### config.mk
export PLATFORM = sky130hd
export DESIGN_NAME = uart_frame_rx_flat
export DESIGN_NICKNAME = d
export VERILOG_FILES = /design/src/rtl/uart_frame_rx_pkg.sv /design/src/rtl/uart_frame_rx_if.sv /design/src/rtl/uart_frame_rx_urx.sv /design/src/rtl/uart_frame_rx.sv /design/src/flat_wrapper.sv
export SDC_FILE = /design/constraint.sdc
export NUM_CORES = 1
export LEC_CHECK = 0
export BUFFER_PORTS_ARGS = -buffer_cell sky130_fd_sc_hd__buf_2
export CAP_MARGIN = 10
export CORE_ASPECT_RATIO = 0.8
export CORE_MARGIN = 10
export CORE_UTILIZATION = 45
export DETAILED_ROUTE_END_ITERATION = 8
export GPL_TIMING_DRIVEN = 0
export SLEW_MARGIN = 5
export SYNTH_ARGS = -nofsm -noshare
export SYNTH_HDL_FRONTEND = slang
export SYNTH_SLANG_ARGS = --single-unit
### constraint.sdc
create_clock -name clk_50 -period 7.8 [get_ports clk_50]
set_input_delay 0.78 -clock clk_50 [delete_from_list [all_inputs] [get_ports clk_50]]
set_output_delay 0.78 -clock clk_50 [all_outputs]
set_load 0.02 [all_outputs]
### src/rtl/uart_frame_rx_pkg.sv
// Shared constants and types for the UART frame receiver (and its transmitter twin).
package uart_frame_rx_pkg;

    localparam logic [7:0] FRAME_TERM = 8'hF0;
    localparam int         MAX_BYTES  = 50;
    localparam int         FRAME_W    = 400;
    localparam int         NUM_W      = 6;

    typedef enum logic [1:0] {
        RX_IDLE,
        RX_START,
        RX_DATA,
        RX_STOP
    } rx_state_e;

    function automatic int clks_per_bit(input int clk_freq, input int baud);
        return clk_freq / baud;
    endfunction

endpackage

### src/rtl/uart_frame_rx_if.sv
// Line input and frame-level outputs of the receiver; slave = receiver, master = line/application side.
interface uart_frame_rx_if;
    import uart_frame_rx_pkg::*;

    logic               rx;
    logic [FRAME_W-1:0] data;
    logic [NUM_W-1:0]   num;
    logic               valid;
    logic               err;
    logic               busy;

    modport master (output rx, input data, num, valid, err, busy);
    modport slave  (input rx, output data, num, valid, err, busy);

endinterface

### src/rtl/uart_frame_rx_urx.sv
// Byte receiver: 2-FF synchroniser, start-edge detect, mid-bit sampling, 8N1 deframing.
module urx
    import uart_frame_rx_pkg::*;
#(
    parameter int CLKS_PER_BIT = 434
) (
    input  logic       clk,
    input  logic       rst_n,
    input  logic       rx,
    output logic [7:0] data,
    output logic       valid,
    output logic       ferr
);

    localparam int                CNT_W     = $clog2(CLKS_PER_BIT + 1);
    localparam logic [CNT_W-1:0]  HALF_LAST = CNT_W'(CLKS_PER_BIT / 2 - 1);
    localparam logic [CNT_W-1:0]  BIT_LAST  = CNT_W'(CLKS_PER_BIT - 1);

    logic             rx_meta_q, rx_sync_q, rx_prev_q;
    rx_state_e        state_q;
    logic [CNT_W-1:0] cnt_q;
    logic [2:0]       bit_q;
    logic [7:0]       shreg_q;
    logic [7:0]       data_q;
    logic             valid_q, ferr_q;
    logic             bit_tick;

    assign bit_tick = (cnt_q == BIT_LAST);

    always_ff @(posedge clk or negedge rst_n) begin
        if (!rst_n) begin
            rx_meta_q <= 1'b1;
            rx_sync_q <= 1'b1;
            rx_prev_q <= 1'b1;
            state_q   <= RX_IDLE;
            cnt_q     <= '0;
            bit_q     <= '0;
            valid_q   <= 1'b0;
            ferr_q    <= 1'b0;
        end else begin
            rx_meta_q <= rx;
            rx_sync_q <= rx_meta_q;
            rx_prev_q <= rx_sync_q;
            valid_q   <= 1'b0;
            ferr_q    <= 1'b0;
            case (state_q)
                RX_IDLE: begin
                    cnt_q <= '0;
                    bit_q <= '0;
                    if (rx_prev_q && !rx_sync_q) state_q <= RX_START;
                end
                // Half a bit in: a line that is high again was only a glitch.
                RX_START: begin
                    if (cnt_q == HALF_LAST) begin
                        cnt_q   <= '0;
                        state_q <= rx_sync_q ? RX_IDLE : RX_DATA;
                    end else begin
                        cnt_q <= cnt_q + CNT_W'(1);
                    end
                end
                RX_DATA: begin
                    if (bit_tick) begin
                        cnt_q <= '0;
                        bit_q <= bit_q + 3'd1;
                        if (bit_q == 3'd7) state_q <= RX_STOP;
                    end else begin
                        cnt_q <= cnt_q + CNT_W'(1);
                    end
                end
                // Leave at mid-stop-bit so a zero-idle next start edge is not missed.
                RX_STOP: begin
                    if (bit_tick) begin
                        cnt_q   <= '0;
                        valid_q <= rx_sync_q;
                        ferr_q  <= !rx_sync_q;
                        state_q <= RX_IDLE;
                    end else begin
                        cnt_q <= cnt_q + CNT_W'(1);
                    end
                end
                default: state_q <= RX_IDLE;
            endcase
        end
    end

    always_ff @(posedge clk) begin
        if (state_q == RX_DATA && bit_tick) shreg_q <= {rx_sync_q, shreg_q[7:1]};
        if (state_q == RX_STOP && bit_tick && rx_sync_q) data_q <= shreg_q;
    end

    assign data  = data_q;
    assign valid = valid_q;
    assign ferr  = ferr_q;

endmodule

### src/rtl/uart_frame_rx.sv
// UART frame receiver: collects payload bytes up to the 0xF0 terminator and
// presents them left-aligned in a 400-bit word with a byte count.
module uart_frame_rx #(
    parameter int CLK_FREQ  = 50_000_000,
    parameter int BAUD      = 115200,
    parameter int MAX_BYTES = 50
) (
    input  logic            clk_50,
    input  logic            rst_n,
    uart_frame_rx_if.slave  bus
);
    import uart_frame_rx_pkg::*;

    localparam int CLKS_PER_BIT = clks_per_bit(CLK_FREQ, BAUD);

    logic [7:0]         byte_data;
    logic               byte_valid, byte_ferr;

    logic [NUM_W-1:0]   count_q, count_d;
    logic               discard_q, discard_d;
    logic               valid_q, valid_d;
    logic               err_q, err_d;
    logic [FRAME_W-1:0] data_q, frame_d;
    logic [NUM_W-1:0]   num_q;
    logic               wr_en;
    logic [7:0]         buf_q [MAX_BYTES];

    urx #(.CLKS_PER_BIT(CLKS_PER_BIT)) u_urx (
        .clk   (clk_50),
        .rst_n (rst_n),
        .rx    (bus.rx),
        .data  (byte_data),
        .valid (byte_valid),
        .ferr  (byte_ferr)
    );

    always_comb begin
        count_d   = count_q;
        discard_d = discard_q;
        valid_d   = 1'b0;
        err_d     = 1'b0;
        wr_en     = 1'b0;
        if (byte_ferr) begin
            err_d     = 1'b1;
            discard_d = 1'b1;
            count_d   = '0;
        end else if (byte_valid) begin
            if (byte_data == FRAME_TERM) begin
                // A terminator ends a discarded frame silently; an empty frame is ignored.
                if (discard_q) begin
                    discard_d = 1'b0;
                    count_d   = '0;
                end else if (count_q != '0) begin
                    valid_d = 1'b1;
                    count_d = '0;
                end
            end else if (!discard_q) begin
                if (count_q == NUM_W'(MAX_BYTES)) begin
                    err_d     = 1'b1;
                    discard_d = 1'b1;
                    count_d   = '0;
                end else begin
                    wr_en   = 1'b1;
                    count_d = count_q + NUM_W'(1);
                end
            end
        end
    end

    // Stale buffer entries beyond count are masked so the tail is always zero.
    always_comb begin
        frame_d = '0;
        for (int k = 0; k < MAX_BYTES; k++) begin
            frame_d[FRAME_W-1-8*k -: 8] = (k < int'(count_q)) ? buf_q[k] : 8'h00;
        end
    end

    always_ff @(posedge clk_50 or negedge rst_n) begin
        if (!rst_n) begin
            count_q   <= '0;
            discard_q <= 1'b0;
            valid_q   <= 1'b0;
            err_q     <= 1'b0;
            data_q    <= '0;
            num_q     <= '0;
        end else begin
            count_q   <= count_d;
            discard_q <= discard_d;
            valid_q   <= valid_d;
            err_q     <= err_d;
            if (valid_d) begin
                data_q <= frame_d;
                num_q  <= count_q;
            end
        end
    end

    always_ff @(posedge clk_50) begin
        if (wr_en) buf_q[count_q] <= byte_data;
    end

    assign bus.data  = data_q;
    assign bus.num   = num_q;
    assign bus.valid = valid_q;
    assign bus.err   = err_q;
    assign bus.busy  = (count_q != '0) | discard_q;

endmodule

### src/flat_wrapper.sv
// flat-port wrapper written by rule: the top's interface ports become plain ports
module uart_frame_rx_flat import uart_frame_rx_pkg::*;
#(
    parameter int CLK_FREQ  = 50_000_000,
    parameter int BAUD      = 115200,
    parameter int MAX_BYTES = 50
)
  (clk_50, rst_n, bus_rx, bus_data, bus_num, bus_valid, bus_err, bus_busy);
  uart_frame_rx_if bus_i ();
  input  logic clk_50;
  input  logic rst_n;
  input wire logic [$bits(bus_i.rx)-1:0] bus_rx;
  output wire logic [$bits(bus_i.data)-1:0] bus_data;
  output wire logic [$bits(bus_i.num)-1:0] bus_num;
  output wire logic [$bits(bus_i.valid)-1:0] bus_valid;
  output wire logic [$bits(bus_i.err)-1:0] bus_err;
  output wire logic [$bits(bus_i.busy)-1:0] bus_busy;
  assign bus_i.rx = bus_rx;
  assign bus_data = bus_i.data;
  assign bus_num = bus_i.num;
  assign bus_valid = bus_i.valid;
  assign bus_err = bus_i.err;
  assign bus_busy = bus_i.busy;
  uart_frame_rx #(.CLK_FREQ(CLK_FREQ), .BAUD(BAUD), .MAX_BYTES(MAX_BYTES)) u_core (.clk_50(clk_50), .rst_n(rst_n), .bus(bus_i));
endmodule
==> impl_results.md, run 1 <==
- Buf/Inv on CP: 3
- Post-Route WL: 94100 µm
- Post-DRT Antenna Nets: 0
- Synthesized area per cell: 13.0 µm²
- Die Y: 255 µm
- Worst slew pin tran: 1.28 ns
- Netlist cell types: 59
- Core area: 67700 µm²
- Most used cell, CP: buf_16
- Levels on crit path: 7
- Vias: 21449
- Vias per cell: 5.49
- Pins Over Slew Limit: 0
- Final min period: 4.54 ns
- DR WL/cell: 24.1 µm
- CP Max Fanout: 14
- Fmax: 0.220 GHz
- Top Ports: 412
- Beginning of the critical path: u_core.u_urx.data[6]$_DFFE_PP_
- Clock transition at the registers of the reported paths: 0.06 ns
- Worst-Skew Late Latency: 0.62 ns
- Crit-path cells: buf_16 -> buf_16 -> and4_1 -> a21oi_1 -> nand3_1 -> clkbuf_1 -> nor2_1
- CP delay by family, top: simple AND/OR/NAND/NOR gates
- Port bufs: 411
- Clk_skew: 0.0209 ns
- R2R Setup Slk: 3.26 ns
- Initial Utilization: 0.457
- Pin count of the biggest net entering global routing: 118
- Fill cells: 5663
- Num rows: 85
- Ys flop type: dfrtp_1
- Multi-input logic area: 6820 µm²
- Worst R2R Path Depth: 7
- Critical path's largest stage delay: 0.80 ns
- Yosys reg bits: 850
- FFs w/ async S/R, synth: 0.511
- Worst hold margin: 0.247 ns
- Total power: 8850 µW
- Seq/Total Area, Yosys: 0.754
- Critical path capture point type: flop
- Setup violations, final: 0
- Clock root cell: clkbuf_16
- Commonest non-fill, non-tap cells in the layout: 664 x o21ai_0, 431 x dfrtp_1, 416 x buf_2, 416 x edfxtp_1, 348 x nand2_1
- RSZ-0062 raised after global routing: no
- GRT Total Usage: 0.229
- NumNets Final: 2935
- Run status: finished clean
- Top post-synthesis cells by area: edfxtp_1 40%, dfrtp_1 35%, o21ai_0 11%
- R2R Path End: u_core.buf_q[5][5]$_DFFE_PP_
- Syn Nets: 2395
- Max-cap viol count: 0
- Max transition margin: 0.148
- CTS Sinks: 850
- CTS Hold Bufs: 0
- Postcts setup bufs: 0
- Die X: 313 µm
- Global-route wire length before repair: 137000 µm
- Post-synth top area cell: edfxtp_1
- Drt pass-1 iters: 5
- Crit Path Class: flop to flop
- LEAKAGE: 0.0157 µW
- Final period util: 0.582
- Mapped cell area: 31000 µm²
- Grt total ovfl: 0
- Clock buffer depth: 3
- Die area: 79800 µm²
- Worst Path Arrival: 4.79 ns
- Slowest cell on the critical path: edfxtp_1
- Initial antenna violation count: 0
- Final count of hold timing violations: 0
- Commonest non-fill, non-tap cell in the layout: o21ai_0
- H-tree depth: 3
- Syn. warnings: 0
- Number of synthesized flops with an enable pin: 416
- VDD IR max: 0.163 mV
- Post-synthesis cell count: 2383
- CTS tree: built
- Drt drc: 0
- Initial DRC Count: 1875
- Gpl congestion: 0.862
- P&R area growth vs syn: 22.1%
- # diodes: 0
- Hold Path Class: primary input to async pin
- Critical Path RT: 8.05 ns
- Cts repair resizes: 0
- Synth top area share: 0.403
- R2R Path Start: u_core.u_urx.data[6]$_DFFE_PP_
- Startpoint Class: flop
- Crit path to: u_core.buf_q[5][5]$_DFFE_PP_
- Number of global-route vias before repair: 21153
- Reg area: 23400 µm²
- DP HPWL: 66700 µm
- Power density cells: 234 nW/µm²
- Layout cells sized above 1: 0.205
- CTS buffer count: 85
[cell families (layout without fill, tap and decap cells)]
group,after synthesis,after routing,synth area share
AND/OR/NAND/NOR,515,515,0.0700
multiplexers,39,39,0.0133
adder cells (fa/ha/maj),9,9,0.00363
buffers and inverters,202,810,0.0262
flip-flops,850,850,0.754
AO/OA/AOI/OAI,761,761,0.131
XOR/XNOR,7,7,0.00198
[state kept, by name (all words and copies together), names as in the netlist, named ones only]
register	flops
u_core.bus.num	6
u_core.discard_q	1
u_core.bus.valid	1
u_core.u_urx.rx_meta_q	1
u_core.buf_q	400
u_core.u_urx.bit_q	3
u_core.bus.err	1
u_core.u_urx.valid	1
u_core.bus.data	400
u_core.count_q	6
u_core.u_urx.rx_prev_q	1
u_core.u_urx.ferr	1
u_core.u_urx.rx_sync_q	1
u_core.u_urx.cnt_q	9
u_core.u_urx.data	8
u_core.u_urx.state_q	1
u_core.u_urx.shreg_q	8
[synth_stat cells (all sizes together), types with 6 or more instances]
library cell  count
o31ai            17
nor2             63
mux2             14
a22o             37
o21ai           672
ha                9
buf              16
inv              51
a21oi            11
nand2           348
mux2i            25
dfrtp           431
edfxtp          416
nor3b             6
clkbuf          134
nor3             18
nand3            45
[worst register-to-register path: cells and delay by family, from the launching register on]
family	cells	cell delay [ns]
DFF	1	0.80
AOI/OAI and AO/OA	1	0.59
buffers and inverters	3	1.19
and+or+nand+nor	3	1.60
[metrics by stage]
stage	setup TNS (ns)	utilization	cells	worst slack, ns	instance area, µm²
after floorplan	0	-	2383	4.69	31000
after global placement	-1087.74	0.505	3707	-2.62	34200
after detailed placement	0	0.517	3746	3.24	35000
after CTS	0	0.558	3901	3.21	37800
after global routing	0	0.558	3904	2.91	37800
final	0	0.558	3904	3.26	37800
[worst min path at each step]
stage          slack (ns)                             start                                to
2_1_floorplan        0.35  u_core.u_urx.rx_meta_q$_DFF_PN1_  u_core.u_urx.rx_sync_q$_DFF_PN1_
3_3_place_gp         0.35  u_core.u_urx.rx_meta_q$_DFF_PN1_  u_core.u_urx.rx_sync_q$_DFF_PN1_
3_5_place_dp         0.35  u_core.u_urx.rx_meta_q$_DFF_PN1_  u_core.u_urx.rx_sync_q$_DFF_PN1_
4_1_cts              0.24                            bus_rx  u_core.u_urx.rx_meta_q$_DFF_PN1_
5_1_grt              0.25                            bus_rx  u_core.u_urx.rx_meta_q$_DFF_PN1_
6_report             0.25                             rst_n  u_core.bus.data[295]$_DFFE_PN0P_
[report_power, final]
part / internal (µW) / leakage [µW] / switching (µW) / total, µW
clock: 2370 / 0.00136 / 1670 / 4040
sequential: 4690 / 0.00978 / 23.3 / 4710
combinational: 28.4 / 0.00454 / 65.8 / 94.2
[metal layers]
metal,up-vias,track usage,part of all wire
met4,2,0.0627,0.023
met5,-,0.00551,0.00058
met1,10837,0.315,0.43
met2,847,0.364,0.47
met3,143,0.0536,0.076
li1,9620,-,-
[layout make-up]
class / instances / area share
multi-input cells: 1331 / 0.180
inverters: 52 / 0.00516
clock buffers: 126 / 0.0657
plain buffers: 150 / 0.0163
well taps: 913 / 0.0302
clock inverters: 29 / 0.00748
repair buffers: 453 / 0.0772
flip-flops and latches: 850 / 0.618
No activity file was read; power rests on OpenSTA's default activity.
==> run 2: changes to the inputs <==
--- a/config.mk
+++ b/config.mk
@@ -12,6 +12,7 @@
 export CORE_UTILIZATION = 45
 export DETAILED_ROUTE_END_ITERATION = 8
 export GPL_TIMING_DRIVEN = 0
+export PLACE_DENSITY = 0.67
 export SLEW_MARGIN = 5
 export SYNTH_ARGS = -nofsm -noshare
 export SYNTH_HDL_FRONTEND = slang
==> constraint.sdc (replaced) <==
create_clock -name clk_50 -period 3.71 [get_ports clk_50]
set_input_delay 0.371 -clock clk_50 [delete_from_list [all_inputs] [get_ports clk_50]]
set_output_delay 0.371 -clock clk_50 [all_outputs]
set_load 0.02 [all_outputs]
==> run 2 against run 1 <==
Core utilization up 0.70 points. Via count up 0.51%. Highest routed layer is now met4. Worst hold slack better by 0.072 ns. Non-clock buffer count up 10. Register-to-register slack worse by 3.2 ns. Fmax up 25%. Critical path depth down 1. Flip-flop and latch count unchanged. Combinational power up 120%.
==> impl_results.md, run 2 (synthesized netlist as in run 1, its figures left out) <==
- Vias per cell: 5.51
- Crit Path Class: flop to flop
- Worst-Skew Late Latency: 0.63 ns
- CP Max Fanout: 12
- Final min period: 3.64 ns
- Final period util: 0.981
- Port bufs: 411
- Max transition margin: 0.199
- DR WL/cell: 24.1 µm
- Drt pass-1 iters: 5
- Die area: 79800 µm²
- Clock buffer depth: 3
- Core area: 67700 µm²
- Pins Over Slew Limit: 0
- Global-route wire length before repair: 139000 µm
- Post-DRT Antenna Nets: 0
- Area after DPL: 35100 µm²
- Pin count of the biggest net entering global routing: 120
- Critical path capture point type: flop
- Max-cap viol count: 0
- Post-Route WL: 94400 µm
- Final instance area: 38300 µm²
- GRT Total Usage: 0.231
- Clock root cell: clkbuf_16
- Power density cells: 491 nW/µm²
- CTS buffer count: 83
- Grt total ovfl: 0
- Reg area: 23400 µm²
- Run status: finished clean
- Initial antenna violation count: 0
- DP HPWL: 66400 µm
- LEAKAGE: 0.0159 µW
- Total power: 18800 µW
- Initial DRC Count: 1906
- RSZ-0062 raised after global routing: no
- Post-Route Setup TNS: 0 ns
- Top Ports: 412
- Vias: 21558
- Multi-input logic area: 7010 µm²
- Gpl congestion: 0.884
- Fill cells: 5503
- Worst Path Arrival: 3.91 ns
- Clk_skew: 0.0218 ns
- Initial Utilization: 0.457
- Commonest non-fill, non-tap cell in the layout: o21ai_0
- Worst slew pin tran: 1.20 ns
- Startpoint Class: flop
- Cell total after placement: 3743
- Finished Core Util: 0.565
- Final count of hold timing violations: 0
- Critical Path RT: 3.98 ns
- CTS tree: built
- # diodes: 0
- VDD IR max: 0.318 mV
- Fmax: 0.275 GHz
- Layout cells sized above 1: 0.228
- Commonest non-fill, non-tap cells in the layout: 664 x o21ai_0, 431 x dfrtp_1, 416 x edfxtp_1
- Cell Count, Final, Fillers Out: 3914
- H-tree depth: 3
- Drt drc: 0
- Setup violations, final: 0
- Clock transition at the registers of the reported paths: 0.06 ns
- Die Y: 255 µm
- Hold Path Class: primary input to async pin
- Num rows: 85
- P&R area growth vs syn: 23.6%
- NumNets Final: 2943
- Number of global-route vias before repair: 21669
- Die X: 313 µm
- CTS Sinks: 850
[run 2: timing repair]
| item | 4_1_cts | 5_1_grt |
|---|---|---|
| pin swaps | 2 | 1 |
| resized for setup | 42 | 47 |
| cloned | 0 | 0 |
| setup buffers | 8 | 4 |
| setup endpoints to repair | 789 | 346 |
| hold buffers | 2 | 0 |
| endpoints found under the hold margin | 60 | 0 |
[run 2: critical path, stage by stage (launching register included)]
cell	delay [ns]
edfxtp_1	0.74
buf_16	0.31
nor4_1	0.68
a21oi_2	0.31
nand3_1	0.19
clkbuf_1	0.64
nor2_1	0.42
[run 2: per-layer routing]
metal	up-vias	wire [µm]	GRT usage
met4	0	2260	0.0623
met2	874	45200	0.378
li1	9626	-	-
met5	-	0	0
met3	146	7950	0.0558
met1	10912	39000	0.306
[run 2: final timing paths]
kind                                               endpoint  cells after the start  slack, ns                              from
min in group clk_50        u_core.u_urx.rx_sync_q$_DFF_PN1_                      0       0.36  u_core.u_urx.rx_meta_q$_DFF_PN1_
min                        u_core.bus.data[295]$_DFFE_PN0P_                      2       0.32                             rst_n
min reg2reg                u_core.u_urx.rx_sync_q$_DFF_PN1_                      0       0.36  u_core.u_urx.rx_meta_q$_DFF_PN1_
max reg2reg                   u_core.buf_q[48][3]$_DFFE_PP_                      6       0.07    u_core.u_urx.data[1]$_DFFE_PP_
max in group asynchronous  u_core.u_urx.rx_sync_q$_DFF_PN1_                      4       2.00                             rst_n
max                           u_core.buf_q[48][3]$_DFFE_PP_                      6       0.07    u_core.u_urx.data[1]$_DFFE_PP_
[run 2: power by group]
part | internal [µW] | switching, µW
registers | 9860 | 47.5
logic | 63.8 | 139
clock network | 5100 | 3600
total | 15000 | 3780
[run 2: area by class of cell]
type | instances | share of cell area
flip-flops and latches | 850 | 0.610
multi-input cells | 1331 | 0.183
repair buffers | 463 | 0.0811
clock buffers | 118 | 0.0627
well taps | 913 | 0.0298
plain buffers | 150 | 0.0171
clock inverters | 37 | 0.0113
inverters | 52 | 0.00510
[run 2: metrics by stage]
step | hold slack (ns) | worst slack, ns
floorplan | 0.0754 | 0.598
global placement | 0.349 | -6.08
detailed placement | 0.347 | -0.864
CTS | 0.294 | 0.00493
global route | 0.324 | 0.0198
finish | 0.318 | 0.0687
